<file path="config.mk">
export PLATFORM = sky130hd
export DESIGN_NAME = multicycle_ctrl_flat
export DESIGN_NICKNAME = d
export VERILOG_FILES = /design/src/rtl/multicycle_ctrl_if.sv /design/src/rtl/multicycle_ctrl.sv /design/src/flat_wrapper.sv
export SDC_FILE = /design/constraint.sdc
export NUM_CORES = 1
export LEC_CHECK = 0
export ABC_CLOCK_PERIOD_IN_PS = 3200
export CAP_MARGIN = 10
export CORE_MARGIN = 2
export CORE_UTILIZATION = 37
export DETAILED_ROUTE_END_ITERATION = 6
export PLACE_DENSITY = 0.78
export SLEW_MARGIN = 25
export SYNTH_ARGS = -nofsm -noshare
export SYNTH_HDL_FRONTEND = slang
export SYNTH_SLANG_ARGS = --single-unit
</file>
<file path="constraint.sdc">
create_clock -name clk -period 3.2 [get_ports clk]
set_input_delay 0.96 -clock clk [delete_from_list [all_inputs] [get_ports clk]]
set_output_delay 0.96 -clock clk [all_outputs]
set_load 0.02 [all_outputs]
</file>
<file path="src/rtl/multicycle_ctrl_if.sv">
// Control bundle between the multicycle MIPS controller and its datapath.
// The master side is the controller, and the slave side is the datapath.
interface multicycle_ctrl_if #(
    parameter int ALUCTL_W = 3
);
    logic [5:0]          op;
    logic [5:0]          funct;
    logic                zero;
    logic                pcen;
    logic                memwrite;
    logic                irwrite;
    logic                regwrite;
    logic                iord;
    logic                memtoreg;
    logic                regdst;
    logic                alusrca;
    logic [1:0]          alusrcb;
    logic [1:0]          pcsrc;
    logic [ALUCTL_W-1:0] alucontrol;
    logic [3:0]          state;
    logic                illegal;

    modport master (
        input  op, funct, zero,
        output pcen, memwrite, irwrite, regwrite, iord, memtoreg, regdst,
               alusrca, alusrcb, pcsrc, alucontrol, state, illegal
    );

    modport slave (
        output op, funct, zero,
        input  pcen, memwrite, irwrite, regwrite, iord, memtoreg, regdst,
               alusrca, alusrcb, pcsrc, alucontrol, state, illegal
    );
endinterface

</file>
<file path="src/rtl/multicycle_ctrl.sv">
// Moore control FSM for the multicycle MIPS datapath.
// It also contains the ALU decoder and the branch-qualified PC enable.
module multicycle_ctrl #(
    parameter int ALUCTL_W     = 3,
    parameter bit ILLEGAL_TRAP = 1'b0
) (
    input  logic                   clk,
    input  logic                   reset,
    multicycle_ctrl_if.master      bus
);
    typedef enum logic [3:0] {
        S_FETCH   = 4'd0,  S_DECODE = 4'd1,  S_MEMADR = 4'd2, S_MEMRD  = 4'd3,
        S_MEMWB   = 4'd4,  S_MEMWR  = 4'd5,  S_EXEC   = 4'd6, S_ALUWB  = 4'd7,
        S_BRANCH  = 4'd8,  S_ADDIEX = 4'd9,  S_ADDIWB = 4'd10, S_JUMP  = 4'd11,
        S_HALT    = 4'd15
    } state_t;

    localparam logic [5:0] OP_RTYPE = 6'b000000;
    localparam logic [5:0] OP_LW    = 6'b100011;
    localparam logic [5:0] OP_SW    = 6'b101011;
    localparam logic [5:0] OP_BEQ   = 6'b000100;
    localparam logic [5:0] OP_BNE   = 6'b000101;
    localparam logic [5:0] OP_ADDI  = 6'b001000;
    localparam logic [5:0] OP_J     = 6'b000010;

    state_t     state_reg, state_next, eff_state;
    logic       pcwrite, branch, bne_sel, illegal_op;
    logic       irwrite_raw, regwrite_raw, memwrite_raw, illegal_raw;
    logic [1:0] aluop;
    logic [2:0] alu_code;

    always_ff @(posedge clk) begin
        if (reset) state_reg <= S_FETCH;
        else       state_reg <= state_next;
    end

    always_comb begin
        illegal_op = 1'b0;
        case (bus.op)
            OP_RTYPE, OP_LW, OP_SW, OP_BEQ, OP_BNE, OP_ADDI, OP_J: illegal_op = 1'b0;
            default: illegal_op = 1'b1;
        endcase
    end

    always_comb begin
        state_next = state_reg;
        case (state_reg)
            S_FETCH:  state_next = S_DECODE;
            S_DECODE: begin
                case (bus.op)
                    OP_LW, OP_SW:   state_next = S_MEMADR;
                    OP_RTYPE:       state_next = S_EXEC;
                    OP_BEQ, OP_BNE: state_next = S_BRANCH;
                    OP_ADDI:        state_next = S_ADDIEX;
                    OP_J:           state_next = S_JUMP;
                    default:        state_next = ILLEGAL_TRAP ? S_HALT : S_FETCH;
                endcase
            end
            // The IR is frozen after fetch, so op still selects load vs store here.
            S_MEMADR: state_next = (bus.op == OP_SW) ? S_MEMWR : S_MEMRD;
            S_MEMRD:  state_next = S_MEMWB;
            S_EXEC:   state_next = S_ALUWB;
            S_ADDIEX: state_next = S_ADDIWB;
            S_HALT:   state_next = S_HALT;
            default:  state_next = S_FETCH;
        endcase
    end

    // Reset presents FETCH steering but with every write enable suppressed.
    always_comb begin
        eff_state    = reset ? S_FETCH : state_reg;
        pcwrite      = 1'b0;
        branch       = 1'b0;
        bne_sel      = 1'b0;
        irwrite_raw  = 1'b0;
        regwrite_raw = 1'b0;
        memwrite_raw = 1'b0;
        illegal_raw  = 1'b0;
        bus.iord     = 1'b0;
        bus.memtoreg = 1'b0;
        bus.regdst   = 1'b0;
        bus.alusrca  = 1'b0;
        bus.alusrcb  = 2'b00;
        bus.pcsrc    = 2'b00;
        aluop        = 2'b00;
        case (eff_state)
            S_FETCH:  begin irwrite_raw = 1'b1; pcwrite = 1'b1; bus.alusrcb = 2'b01; end
            S_DECODE: begin bus.alusrcb = 2'b11; illegal_raw = illegal_op; end
            S_MEMADR, S_ADDIEX: begin bus.alusrca = 1'b1; bus.alusrcb = 2'b10; end
            S_MEMRD:  bus.iord = 1'b1;
            S_MEMWB:  begin regwrite_raw = 1'b1; bus.memtoreg = 1'b1; end
            S_MEMWR:  begin bus.iord = 1'b1; memwrite_raw = 1'b1; end
            S_EXEC:   begin bus.alusrca = 1'b1; aluop = 2'b10; end
            S_ALUWB:  begin regwrite_raw = 1'b1; bus.regdst = 1'b1; end
            S_ADDIWB: regwrite_raw = 1'b1;
            S_BRANCH: begin
                bus.alusrca = 1'b1;
                aluop       = 2'b01;
                bus.pcsrc   = 2'b01;
                branch      = 1'b1;
                bne_sel     = (bus.op == OP_BNE);
            end
            S_JUMP:   begin bus.pcsrc = 2'b10; pcwrite = 1'b1; end
            S_HALT:   illegal_raw = 1'b1;
            default:  ;
        endcase
    end

    always_comb begin
        alu_code = 3'b010;
        case (aluop)
            2'b00: alu_code = 3'b010;
            2'b01: alu_code = 3'b110;
            default: begin
                case (bus.funct)
                    6'b100000: alu_code = 3'b010;
                    6'b100010: alu_code = 3'b110;
                    6'b100100: alu_code = 3'b000;
                    6'b100101: alu_code = 3'b001;
                    6'b101010: alu_code = 3'b111;
                    default:   alu_code = 3'b010;
                endcase
            end
        endcase
    end

    assign bus.pcen       = ~reset & (pcwrite | (branch & (bus.zero ^ bne_sel)));
    assign bus.irwrite    = ~reset & irwrite_raw;
    assign bus.regwrite   = ~reset & regwrite_raw;
    assign bus.memwrite   = ~reset & memwrite_raw;
    assign bus.illegal    = ~reset & illegal_raw;
    assign bus.alucontrol = ALUCTL_W'(alu_code);
    assign bus.state      = state_reg;
endmodule

</file>
<file path="src/flat_wrapper.sv">
// flat-port wrapper written by rule: the top's interface ports become plain ports
module multicycle_ctrl_flat 
#(
    parameter int ALUCTL_W     = 3,
    parameter bit ILLEGAL_TRAP = 1'b0
)
  (clk, reset, bus_op, bus_funct, bus_zero, bus_pcen, bus_memwrite, bus_irwrite, bus_regwrite, bus_iord, bus_memtoreg, bus_regdst, bus_alusrca, bus_alusrcb, bus_pcsrc, bus_alucontrol, bus_state, bus_illegal);
  multicycle_ctrl_if #(.ALUCTL_W(ALUCTL_W)) bus_i ();
  input  logic clk;
  input  logic reset;
  input wire logic [$bits(bus_i.op)-1:0] bus_op;
  input wire logic [$bits(bus_i.funct)-1:0] bus_funct;
  input wire logic [$bits(bus_i.zero)-1:0] bus_zero;
  output wire logic [$bits(bus_i.pcen)-1:0] bus_pcen;
  output wire logic [$bits(bus_i.memwrite)-1:0] bus_memwrite;
  output wire logic [$bits(bus_i.irwrite)-1:0] bus_irwrite;
  output wire logic [$bits(bus_i.regwrite)-1:0] bus_regwrite;
  output wire logic [$bits(bus_i.iord)-1:0] bus_iord;
  output wire logic [$bits(bus_i.memtoreg)-1:0] bus_memtoreg;
  output wire logic [$bits(bus_i.regdst)-1:0] bus_regdst;
  output wire logic [$bits(bus_i.alusrca)-1:0] bus_alusrca;
  output wire logic [$bits(bus_i.alusrcb)-1:0] bus_alusrcb;
  output wire logic [$bits(bus_i.pcsrc)-1:0] bus_pcsrc;
  output wire logic [$bits(bus_i.alucontrol)-1:0] bus_alucontrol;
  output wire logic [$bits(bus_i.state)-1:0] bus_state;
  output wire logic [$bits(bus_i.illegal)-1:0] bus_illegal;
  assign bus_i.op = bus_op;
  assign bus_i.funct = bus_funct;
  assign bus_i.zero = bus_zero;
  assign bus_pcen = bus_i.pcen;
  assign bus_memwrite = bus_i.memwrite;
  assign bus_irwrite = bus_i.irwrite;
  assign bus_regwrite = bus_i.regwrite;
  assign bus_iord = bus_i.iord;
  assign bus_memtoreg = bus_i.memtoreg;
  assign bus_regdst = bus_i.regdst;
  assign bus_alusrca = bus_i.alusrca;
  assign bus_alusrcb = bus_i.alusrcb;
  assign bus_pcsrc = bus_i.pcsrc;
  assign bus_alucontrol = bus_i.alucontrol;
  assign bus_state = bus_i.state;
  assign bus_illegal = bus_i.illegal;
  multicycle_ctrl #(.ALUCTL_W(ALUCTL_W), .ILLEGAL_TRAP(ILLEGAL_TRAP)) u_core (.clk(clk), .reset(reset), .bus(bus_i));
endmodule
</file>
# ---- Word-level counts from Yosys, hierarchy flattened
# Index checks and enable logic that the tools add are counted.
dict set report op_classes {
  n_mux 21
  n_reduce_logical 12
  n_eq_ne 29
  bitwise_logic 9
}
# op count
set ops {}
lappend ops {{$eq 6x6->1 const B} 6}
lappend ops {{$eq 4x4->1 const B} 7}
lappend ops {{$pmux 4 s7} 1}
lappend ops {{$eq 4x3->1 const B} 5}
lappend ops {{$pmux 4 s5} 1}
lappend ops {{$eq 4x2->1 const B} 4}
lappend ops {{$eq 6x3->1 const B} 2}
lappend ops {{$pmux 3 s4} 1}
lappend ops {{$mux 1} 11}
lappend ops {{$reduce_or 2->1} 5}
lappend ops {{$eq 4x1->1 const B} 2}
lappend ops {{$logic_not 4->1} 2}
lappend ops {{$pmux 2 s2} 2}
lappend ops {{$reduce_or 7->1} 1}
lappend ops {{$and 1x1->1} 6}
lappend ops {{$eq 6x2->1 const B} 1}
lappend ops {{$eq 6x4->1 const B} 1}
lappend ops {{$logic_not 6->1} 1}
lappend ops {{$pmux 2 s3} 1}
lappend ops {{$pmux 3 s2} 1}
lappend ops {{$mux 4} 1}
lappend ops {{$reduce_or 4->1} 1}
lappend ops {{$mux 3} 1}
lappend ops {{$reduce_or 3->1} 1}
lappend ops {{other kinds (6)} 6}
dict set report totals {
  word_cells 72
  reg_bits 4
  inputBits 15
}

# ---- Logic depth before layout (Yosys ltp)
# Gate-level depths: netlist (run 1).
dict set report logic_depth {
  word_depth 7
  mapped_depth 5
  mapped_depth_nobuf 4
}

# ---- Least setup slack after synthesis (run 1)
# OpenSTA, ideal clock, no wires.
dict set report synth_path {
  path_kind {input to output}
  startpoint {in reset}
  endpoint {out bus_alucontrol[2]}
  required_time_ps 2240
  arrival_time_ps 2364
  path_stages 3
  setup_slack_ps -124
  path_buffers 0
  path_cell_list {nand2b_1 -> or4b_4 -> o41ai_1}
}
dict set report synth_via {
  elab_chain_cells 5
  elab_cells_between_ends 7
  cone_classes {eq/ne (3); mux (3); reduce/logical (1)}
}
# item line
set synth_rtl {}
lappend synth_rtl {{start, declared} flat_wrapper.sv:10} ;# input logic reset;
lappend synth_rtl {{$mux 4 (*)} multicycle_ctrl.sv:71} ;# eff_state = reset ? S_FETCH : state_reg;
lappend synth_rtl {{$eq 4x4->1 / $eq 4x3->1 (equally long branches)} multicycle_ctrl.sv:86} ;# case (eff_state)
lappend synth_rtl {{$pmux 2 s2 (*)} multicycle_ctrl.sv:86}
lappend synth_rtl {{$eq 2x1->1 / $logic_not 2->1 (equally long branches)} multicycle_ctrl.sv:111} ;# case (aluop)
lappend synth_rtl {{$pmux 3 s2 (*)} multicycle_ctrl.sv:111}
lappend synth_rtl {{end, declared} flat_wrapper.sv:24} ;# output wire logic [$bits(bus_i.alucontrol)-1:0] bus_alucontrol;
# Every way passes the cells marked *; elsewhere a longest branch is shown, timed or not.

# ---- Worst setup path in the final report (run 1)
dict set report layout_path {
  startpoint {in reset}
  endpoint {out bus_alucontrol[1]}
}
# The elaborated chain is that of the path after synthesis.

==> results of run 1 <==
## layout by cell type, fill, tap and decap left out, types with 2 or more instances in the layout
| master | synthesis | layout |
|---|---|---|
| buf_4 | 1 | 19 |
| clkdlybuf4s50_1 | 0 | 18 |
| or2b_1 | 2 | 2 |
| nor2_1 | 7 | 7 |
| dlygate4sd2_1 | 0 | 5 |
| and3_1 | 2 | 2 |
| dlymetal6s2s_1 | 0 | 3 |
| a31oi_1 | 3 | 3 |
| buf_2 | 0 | 3 |
| nand2b_1 | 4 | 3 |
| a211o_1 | 2 | 2 |
| nor4_1 | 2 | 2 |
| o21ai_0 | 5 | 4 |
| dfxtp_1 | 4 | 4 |
| inv_1 | 4 | 4 |
| nand4_1 | 4 | 4 |
| xor2_1 | 2 | 2 |
| or4b_4 | 1 | 2 |
| nor3_2 | 0 | 2 |
| nand3_1 | 7 | 7 |
| clkbuf_4 | 0 | 3 |
| a21oi_1 | 4 | 3 |
| buf_6 | 1 | 4 |
| nand2_1 | 2 | 2 |
| nor3_1 | 12 | 10 |
## cells in the mapped netlist, types with 2 or more instances
| library cell | count | area [um2] |
|---|---|---|
| and3_1 | 2 | 12.51 |
| nand4_1 | 4 | 25.02 |
| dfxtp_1 | 4 | 80.08 |
| xor2_1 | 2 | 17.52 |
| nand2_1 | 2 | 7.510 |
| nor4_1 | 2 | 12.51 |
| nand2b_1 | 4 | 25.02 |
| nor3_1 | 12 | 60.06 |
| nor2_1 | 7 | 26.28 |
| a211o_1 | 2 | 17.52 |
| clkbuf_1 | 7 | 26.28 |
| nand3_1 | 7 | 35.03 |
| a31oi_1 | 3 | 18.77 |
| a21oi_1 | 4 | 20.02 |
| inv_1 | 4 | 15.01 |
| o21ai_0 | 5 | 25.02 |
| or2b_1 | 2 | 15.01 |
## power groups by stage
stage / clock network [uW] / logic, uW / registers, uW
2_1_floorplan: 0 / 45.7 / 56.3
3_3_place_gp: 0 / 95.4 / 54.3
3_5_place_dp: 0 / 97.7 / 54.5
4_1_cts: 65.0 / 101 / 53.7
5_1_grt: 68.5 / 112 / 53.8
6_report: 62.3 / 104 / 53.8
## cell type report
| cell class | count | area, um2 |
|---|---|---|
| flip-flops and latches | 4 | 80.08 |
| fillers | 134 | 372.9 |
| clock buffers | 3 | 22.52 |
| inverters | 4 | 15.01 |
| well taps | 16 | 20.02 |
| multi-input cells | 77 | 550.5 |
| repair buffers | 54 | 480.5 |
## per-layer routing
layer  up-vias  global-route usage [%]  part of all wire (%)
met4         0                   1.176                     0
met1       433                   23.54                    38
met3         0                   6.000                   7.2
met5         -                       0                     0
met2        43                   44.06                    55
li1        451                       -                     -
## logic make-up (layout without fill, tap and decap cells)
family	count (synthesis)	count (layout)	synth area share (%)
AO/OA/AOI/OAI	21	21	22.43
XOR/XNOR	3	3	4.243
buffers and inverters	13	61	9.697
flip-flops	4	4	12.93
multiplexers	1	1	1.616
AND/OR/NAND/NOR	52	52	49.09
## timing repair
item	in CTS	in global routing
gates resized for setup	48	10
setup endpoints to repair	16	6
buffers inserted	1	1
pin swaps	5	6
gates cloned	0	0
## stage by stage
stage          TNS (ns)  power, uW  worst slack (ns)  util [%]
6_report       -0.07537      220.5          -0.07537     75.81
5_1_grt         -0.1298      234.3          -0.09289     75.81
4_1_cts         -0.2102      219.7           -0.1640     73.94
3_5_place_dp     -5.708      152.1           -0.8014     69.89
3_3_place_gp     -5.542      149.7           -0.7842     69.89
2_1_floorplan         0      101.9           0.02040         -
## worst paths after layout
check,slack (ns),depth (start not counted),to,from
max,-0.08,5,bus_alucontrol[1],reset
min,0.68,3,u_core.bus.state[0]$_SDFF_PP0_,u_core.bus.state[0]$_SDFF_PP0_
max reg2reg,1.64,5,u_core.bus.state[1]$_SDFF_PP0_,u_core.bus.state[3]$_SDFF_PP0_
min reg2reg,0.68,3,u_core.bus.state[0]$_SDFF_PP0_,u_core.bus.state[0]$_SDFF_PP0_
## critical path, delay by kind of cell
family	cells	cell delay (ns)
and+or+nand+nor	3	1.11
buffers and inverters	2	0.24
==> impl_metrics.ini, run 1 <==
[status]
status = complete, but fails checks
violations = negative setup slack

[finish]
drive_above_1_share_pct = 31.69
diodes = 0
final_area_um2 = 1169
largest_reg_flops = 4
nNetsFinal = 159
area_delta_synth_final_pct = 88.69
final_cell_count_no_fill = 158

[clock_network]
cts_root_buffer = clkbuf_4
cts.sinks = 4
cts_max_path_buffers = 2
cts_buffers = 3
cts_tree = done
ctsHoldBuffers = 0
htreeDepth = 1
insertion_delay_ns = 0.24
clk_pin_slew_worst_paths_ns = 0.03

[sta]
tightest_slew_ns = 0.3291
rsz0062_at_grt = yes
fin_crit_ns = 3.275
fin_worst_skew_ns = 0.004910
slew_viol_final = 0
post-route-period-util_pct = 102.4
setup_ws_ns = -0.07537
setup_viol = 1
clock.fmax_ghz = 0.3053
hold_viol = 0
hold_slack_ns = 0.6755
slew_headroom_pct = 77.86

[global_route]
grt_pass1_vias = 842
grt_first_pass_wirelength_um = 3415
grt_start_max_net_pins = 21
antenna_found_initial = 0
track_usage_pct = 21.95
overflow = 0

[power_and_ir_drop]
pwr-share-comb_pct = 47.3
p_seq_share_pct = 24.4
sw_frac_of_total_pct = 33.51
p_per_area_nw_per_um2 = 188.7
switchingPower_uw = 73.88
power_leakage_uw = 0.0004925
intPower_uw = 146.6
clock_power_share_pct = 28.3
peakVddDrop_mv = 0.2079

[routing]
vias = 927
drtIter0Drc = 19
dr.pass1.iters = 4
wl_um = 2137
routedWlPerCell_um = 13.53
avgViaCountPerCell = 5.867
drc = 0
ant_nets = 0

[die]
coreArea_um2 = 1541
die_x_um = 44.92
start_util_pct = 40.18
die_y_um = 44.92
num_io_pins = 35
fp-row-count = 14
die_area_um2 = 2017

[placed_design]
dp_hpwl_um = 1582
portBuffers = 34
dpl_cell_area_um2 = 1077
dp.cells = 153
gp_congestion = 0.7665

[yosys]
synth_warnings = 0
ys_ff_latch = 4
synth-edff-count = 0
syn_nets = 109
avgSynthCellArea_um2 = 6.589
synthCells = 94
synthesis.area_um2 = 619.3
synthFlopType = dfxtp_1
async_reset_ff_share_pct = 0
yosysSeqAreaShare_pct = 12.93
synth_cell_types = 38

[critical_path]
path_cells = buf_6 -> nand2b_4 -> or4b_4 -> or4b_4 -> buf_6
worst-setup-path-type = in2out
setup.worst_path.start_class = input pin
worst_path_largest_cell_delay_ns = 0.50
crit_path_top_delay_cell = or4b_4
required_ns = 2.24
crit_fanout = 2
cp.arrival_ns = 2.32
end_kind = primary output

[worst_hold_path]
min_path_type = reg2reg

[job]
max-cap-violations = 0
Power figures use the tool's default switching activity.
==> run 2: changes to the inputs <==
--- a/config.mk
+++ b/config.mk
@@ -10,7 +10,8 @@
 export CORE_MARGIN = 2
 export CORE_UTILIZATION = 37
 export DETAILED_ROUTE_END_ITERATION = 6
-export PLACE_DENSITY = 0.78
+export PLACE_DENSITY = 0.79
+export SETUP_SLACK_MARGIN = 0.3
 export SLEW_MARGIN = 25
 export SYNTH_ARGS = -nofsm -noshare
 export SYNTH_HDL_FRONTEND = slang
==> run 2 against run 1 <==
Compared with the run above:
- the flow still finishes with violations (negative setup slack)
- largest cell class unchanged
- sequential cell count unchanged
- core utilization rose by 5.4 points
- combinational power increased by 13%
==> impl_metrics.ini, run 2 (synthesis results as in run 1) <==
[status]
status = complete, but fails checks
violations = negative setup slack

[routing]
avgViaCountPerCell = 5.799
dr.pass1.iters = 4
wl_um = 2191
vias = 922
drc = 0
routedWlPerCell_um = 13.78
drtIter0Drc = 25
ant_nets = 0

[sta]
setup_viol = 2
rsz0062_at_grt = yes
clock.fmax_ghz = 0.3054
tightest_slew_ns = 0.4002
slew_viol_final = 0
fin_crit_ns = 3.274
post-route-period-util_pct = 102.3
slew_headroom_pct = 73.11
hold_viol = 0
fin_worst_skew_ns = 0.001590
setup_ws_ns = -0.07400

[placed_design]
dpl_cell_area_um2 = 1092
gp_congestion = 0.7455
portBuffers = 34
dp_hpwl_um = 1573

[finish]
fill_cells = 107
diodes = 0
area_delta_synth_final_pct = 102.2
drive_above_1_share_pct = 40.56
largest_reg_flops = 4
final_cell_mix = buf_4, nor3_1, clkdlybuf4s50_1, buf_6, dlygate4sd2_1
layout_commonest_cell = buf_4
multi_input_area_um2 = 613.1
nNetsFinal = 160
regArea_um2 = 80.08
final_area_um2 = 1252

[power_and_ir_drop]
p_per_area_nw_per_um2 = 184.6
power_leakage_uw = 0.0005281
sw_frac_of_total_pct = 34.03
clock_power_share_pct = 26.2
pwr-share-comb_pct = 50.4
switchingPower_uw = 78.68
p_seq_share_pct = 23.3
peakVddDrop_mv = 0.1957
intPower_uw = 152.6
p_total_uw = 231.2

[worst_hold_path]
min_path_type = reg2reg
min_path_cells = 3
worstHoldStart = u_core.bus.state[0]$_SDFF_PP0_
whs_endpoint = u_core.bus.state[0]$_SDFF_PP0_

[die]
coreArea_um2 = 1541
die_x_um = 44.92
start_util_pct = 40.18
num_io_pins = 35
die_area_um2 = 2017
die_y_um = 44.92
fp-row-count = 14

[clock_network]
cts_max_path_buffers = 2
htreeDepth = 1
cts_root_buffer = clkbuf_4
insertion_delay_ns = 0.23
cts_buffers = 3
cts.sinks = 4
ctsHoldBuffers = 0
cts_tree = done
clk_pin_slew_worst_paths_ns = 0.04

[critical_path]
crit_path_top_delay_cell = or4b_4
worst-setup-path-type = in2out
path_cells = buf_6 -> nand2b_4 -> or4b_4 -> or4b_4 -> buf_6
r2r_setup_slack_ns = 1.63
cp.arrival_ns = 2.31
crit_fanout = 2
path_buf_inv = 2
reg2reg_to = u_core.bus.state[2]$_SDFF_PP0_
required_ns = 2.24
r2r_cells = 5
end_kind = primary output
setup.worst_path.start_class = input pin
critPathTopFamily = simple AND/OR/NAND/NOR gates
r2r_start = u_core.bus.state[0]$_SDFF_PP0_
worst_path_largest_cell_delay_ns = 0.49

[global_route]
grt_pass1_vias = 854
antenna_found_initial = 0
grt_start_max_net_pins = 21
track_usage_pct = 22.28
overflow = 0
grt_first_pass_wirelength_um = 3491

[job]
max-cap-violations = 0
-- run 2: cell count changes in the layout (fill, tap and decap cells not counted), moves of 3 or more --
cell / change
buf_8: +3
clkdlybuf4s15_1: +3
buf_6: +5
dlygate4sd2_1: +3
dlymetal6s2s_1: -3
clkdlybuf4s50_1: -9
-- run 2: what timing repair did --
item	4_1_cts	5_1_grt
hold endpoints to repair	0	0
pin swaps	10	6
buffers inserted	3	1
gates resized for setup	95	20
gates cloned	0	0
endpoints found under the setup margin	16	6
-- run 2: worst reg2reg max path, stage by stage, from the launching register on --
cell,delay [ns]
dfxtp_1,0.38
buf_4,0.18
or2b_1,0.25
nor3_1,0.33
nand3_1,0.13
a31oi_1,0.22
-- run 2: how the worst max path moves through the flow --
stage,from,endpoint,slack [ns],cells after the start
floorplan,reset,bus_alucontrol[1],0.12,3
global placement,reset,bus_alucontrol[1],-0.79,5
detailed placement,reset,bus_alucontrol[1],-0.80,5
CTS,reset,bus_alucontrol[1],-0.15,5
global route,reset,bus_alucontrol[2],-0.1,7
finish,reset,bus_alucontrol[1],-0.07,5
-- run 2: metal layers --
metal / share of wire, % / GRT usage [%] / routed length (um)
met2: 52 / 40.29 / 1138
met3: 8.3 / 6.400 / 182
met4: 1.4 / 3.529 / 31
met1: 38 / 26.46 / 838
met5: 0 / 0 / 0
-- run 2: power groups by stage --
stage | clock [uW] | sequential (uW) | combinational [uW]
final | 60.7 | 54.0 | 117
after detailed placement | 0 | 54.6 | 100
after CTS | 62.6 | 53.9 | 109
after floorplan | 0 | 56.3 | 48.0
after global routing | 65.9 | 54.0 | 124
after global placement | 0 | 54.4 | 97.7
-- run 2: through the flow --
step | hold slack (ns) | util (%) | setup slack (ns) | cells | setup TNS, ns
after floorplan | 0.7520 | - | 0.1168 | 94 | 0
after global placement | 0.6293 | 70.86 | -0.7909 | 152 | -5.582
after detailed placement | 0.6427 | 70.86 | -0.8012 | 152 | -5.813
after CTS | 0.6490 | 77.35 | -0.1469 | 158 | -0.2720
after global routing | 0.6844 | 81.25 | -0.09813 | 159 | -0.1956
final | 0.6763 | 81.25 | -0.07400 | 159 | -0.1301
-- run 2: area by class of cell --
type	instances	area share, %
clock buffer	3	1.798
inverter	4	1.199
multi-input combinational	77	48.95
sequential	4	6.394
tap	16	1.598
timing repair buffer	55	40.06
==> run 3: changes to the inputs <==
--- a/config.mk
+++ b/config.mk
@@ -6,13 +6,12 @@
 export NUM_CORES = 1
 export LEC_CHECK = 0
 export ABC_CLOCK_PERIOD_IN_PS = 3200
-export CAP_MARGIN = 10
-export CORE_MARGIN = 2
+export CAP_MARGIN = 20
 export CORE_UTILIZATION = 37
 export DETAILED_ROUTE_END_ITERATION = 6
 export PLACE_DENSITY = 0.79
 export SETUP_SLACK_MARGIN = 0.3
-export SLEW_MARGIN = 25
+export SLEW_MARGIN = 20
 export SYNTH_ARGS = -nofsm -noshare
 export SYNTH_HDL_FRONTEND = slang
 export SYNTH_SLANG_ARGS = --single-unit
==> run 3 against run 2 <==
Compared with the run above:
- the run still ends with negative setup slack left
- clock skew is 0.0040 ns higher
- first-iteration DRC count is 8.0% higher
- count of clock-buffer cells in the layout stayed put
- sequential share of layout area is 0.13 points lower
- power is 3.2% higher
- worst setup slack better by 0.0029 ns
- core utilization is 1.7 points higher
- sequential power hardly changed
- maximum frequency hardly changed
- via count is 3.4% higher
==> impl_metrics.ini, run 3 (synthesis results as in run 1) <==
[status]
status = complete, but fails checks
violations = negative setup slack

[clock_network]
htreeDepth = 1
clk_pin_slew_worst_paths_ns = 0.04
cts_max_path_buffers = 2
cts_tree = done
cts_root_buffer = clkbuf_4
cts.sinks = 4
insertion_delay_ns = 0.24
cts_buffers = 3

[global_route]
grt_start_max_net_pins = 21
grt_first_pass_wirelength_um = 3815
overflow = 0
grt_pass1_vias = 905
track_usage_pct = 26.70
antenna_found_initial = 0

[power_and_ir_drop]
peakVddDrop_mv = 0.1224
p_total_uw = 238.7
p_per_area_nw_per_um2 = 186.7
power_leakage_uw = 0.0005716

[placed_design]
portBuffers = 34
dp_hpwl_um = 1610
gp_congestion = 0.7736
dpl_cell_area_um2 = 1085

[finish]
nNetsFinal = 162
final_cell_mix = buf_4, nor3_1, dlygate4sd2_1, nand3_1
final_area_um2 = 1279
area_delta_synth_final_pct = 106.5
drive_above_1_share_pct = 40.00
fin_util_pct = 82.95
diodes = 0
largest_reg_flops = 4
fill_cells = 98
layout_commonest_cell = buf_4

[die]
start_util_pct = 40.18
fp-row-count = 14
num_io_pins = 35
die_y_um = 42.92
die_area_um2 = 1842
coreArea_um2 = 1541
die_x_um = 42.92

[routing]
dr.pass1.iters = 4
avgViaCountPerCell = 5.919
drc = 0
drtIter0Drc = 27
vias = 953
ant_nets = 0
routedWlPerCell_um = 14.90
wl_um = 2399

[sta]
slew_viol_final = 0
fin_crit_ns = 3.271
post-route-period-util_pct = 102.2
fin_worst_skew_ns = 0.005568
slew_headroom_pct = 75.97
setup_viol = 1
finalSetupTns_ns = -0.07115
tightest_slew_ns = 0.3577
rsz0062_at_grt = yes
setup_ws_ns = -0.07115
hold_viol = 0
clock.fmax_ghz = 0.3057

[critical_path]
critPathTopFamily = simple AND/OR/NAND/NOR gates
worst_path_largest_cell_delay_ns = 0.50
crit_path_top_delay_cell = or4b_4
r2r_start = u_core.bus.state[0]$_SDFF_PP0_
end_kind = primary output
path_buf_inv = 2
startpoint = reset
setup.worst_path.start_class = input pin
worst-setup-path-type = in2out
required_ns = 2.24
crit_fanout = 2
path_cells = buf_6 -> nand2b_4 -> or4b_4 -> or4b_4 -> buf_6
cp.arrival_ns = 2.31

[worst_hold_path]
worstHoldStart = u_core.bus.state[0]$_SDFF_PP0_
min_path_type = reg2reg

[job]
max-cap-violations = 0
run 3: routing by layer:
layer	GRT usage, %	wire length [um]	vias up
met4	6.875	42	0
met3	7.234	196	4
met5	0	0	-
li1	-	-	460
met1	27.62	824	433
met2	51.52	1335	56
run 3: worst paths after layout:
kind	end	slack, ns	cells after the start
max reg2reg	u_core.bus.state[1]$_SDFF_PP0_	1.67	5
min reg2reg	u_core.bus.state[0]$_SDFF_PP0_	0.70	3
min	u_core.bus.state[0]$_SDFF_PP0_	0.70	3
max	bus_alucontrol[1]	-0.07	5
run 3: final cells by class:
class | count | area, um2 | share of cell area (%)
multi-input combinational | 77 | 616.8 | 48.24
timing repair buffer | 57 | 524.3 | 41.00
sequential | 4 | 80.08 | 6.262
clock buffer | 3 | 22.52 | 1.761
tap | 16 | 20.02 | 1.566
inverter | 4 | 15.01 | 1.174
run 3: worst reg2reg max path: cells and delay by family, from the launching register on:
kind	cells	cell delay [ns]
compound gates	2	0.33
flops	1	0.38
simple gates	2	0.56
buf+inv	1	0.19
run 3: repair_timing:
action | 4_1_cts | 5_1_grt
endpoints found under the setup margin | 16 | 6
pin swaps | 9 | 6
hold buffers | 0 | 0
buffers inserted | 5 | 2
resized for setup | 93 | 23
run 3: power breakdown:
group / switching (uW) / leakage (uW) / internal, uW
logic: 59.8 / 0.000525 / 60.1
clock network: 22.8 / 0.0000138 / 42.1
registers: 1.98 / 0.0000326 / 51.9
run 3: stage by stage:
| stage | setup WS (ns) | instances | hold WS, ns |
|---|---|---|---|
| 6_report | -0.07115 | 161 | 0.6963 |
| 5_1_grt | -0.08440 | 161 | 0.7419 |
| 4_1_cts | -0.1522 | 159 | 0.6843 |
| 3_5_place_dp | -0.8293 | 151 | 0.6381 |
| 3_3_place_gp | -0.7905 | 151 | 0.6296 |
| 2_1_floorplan | 0.1168 | 94 | 0.7520 |
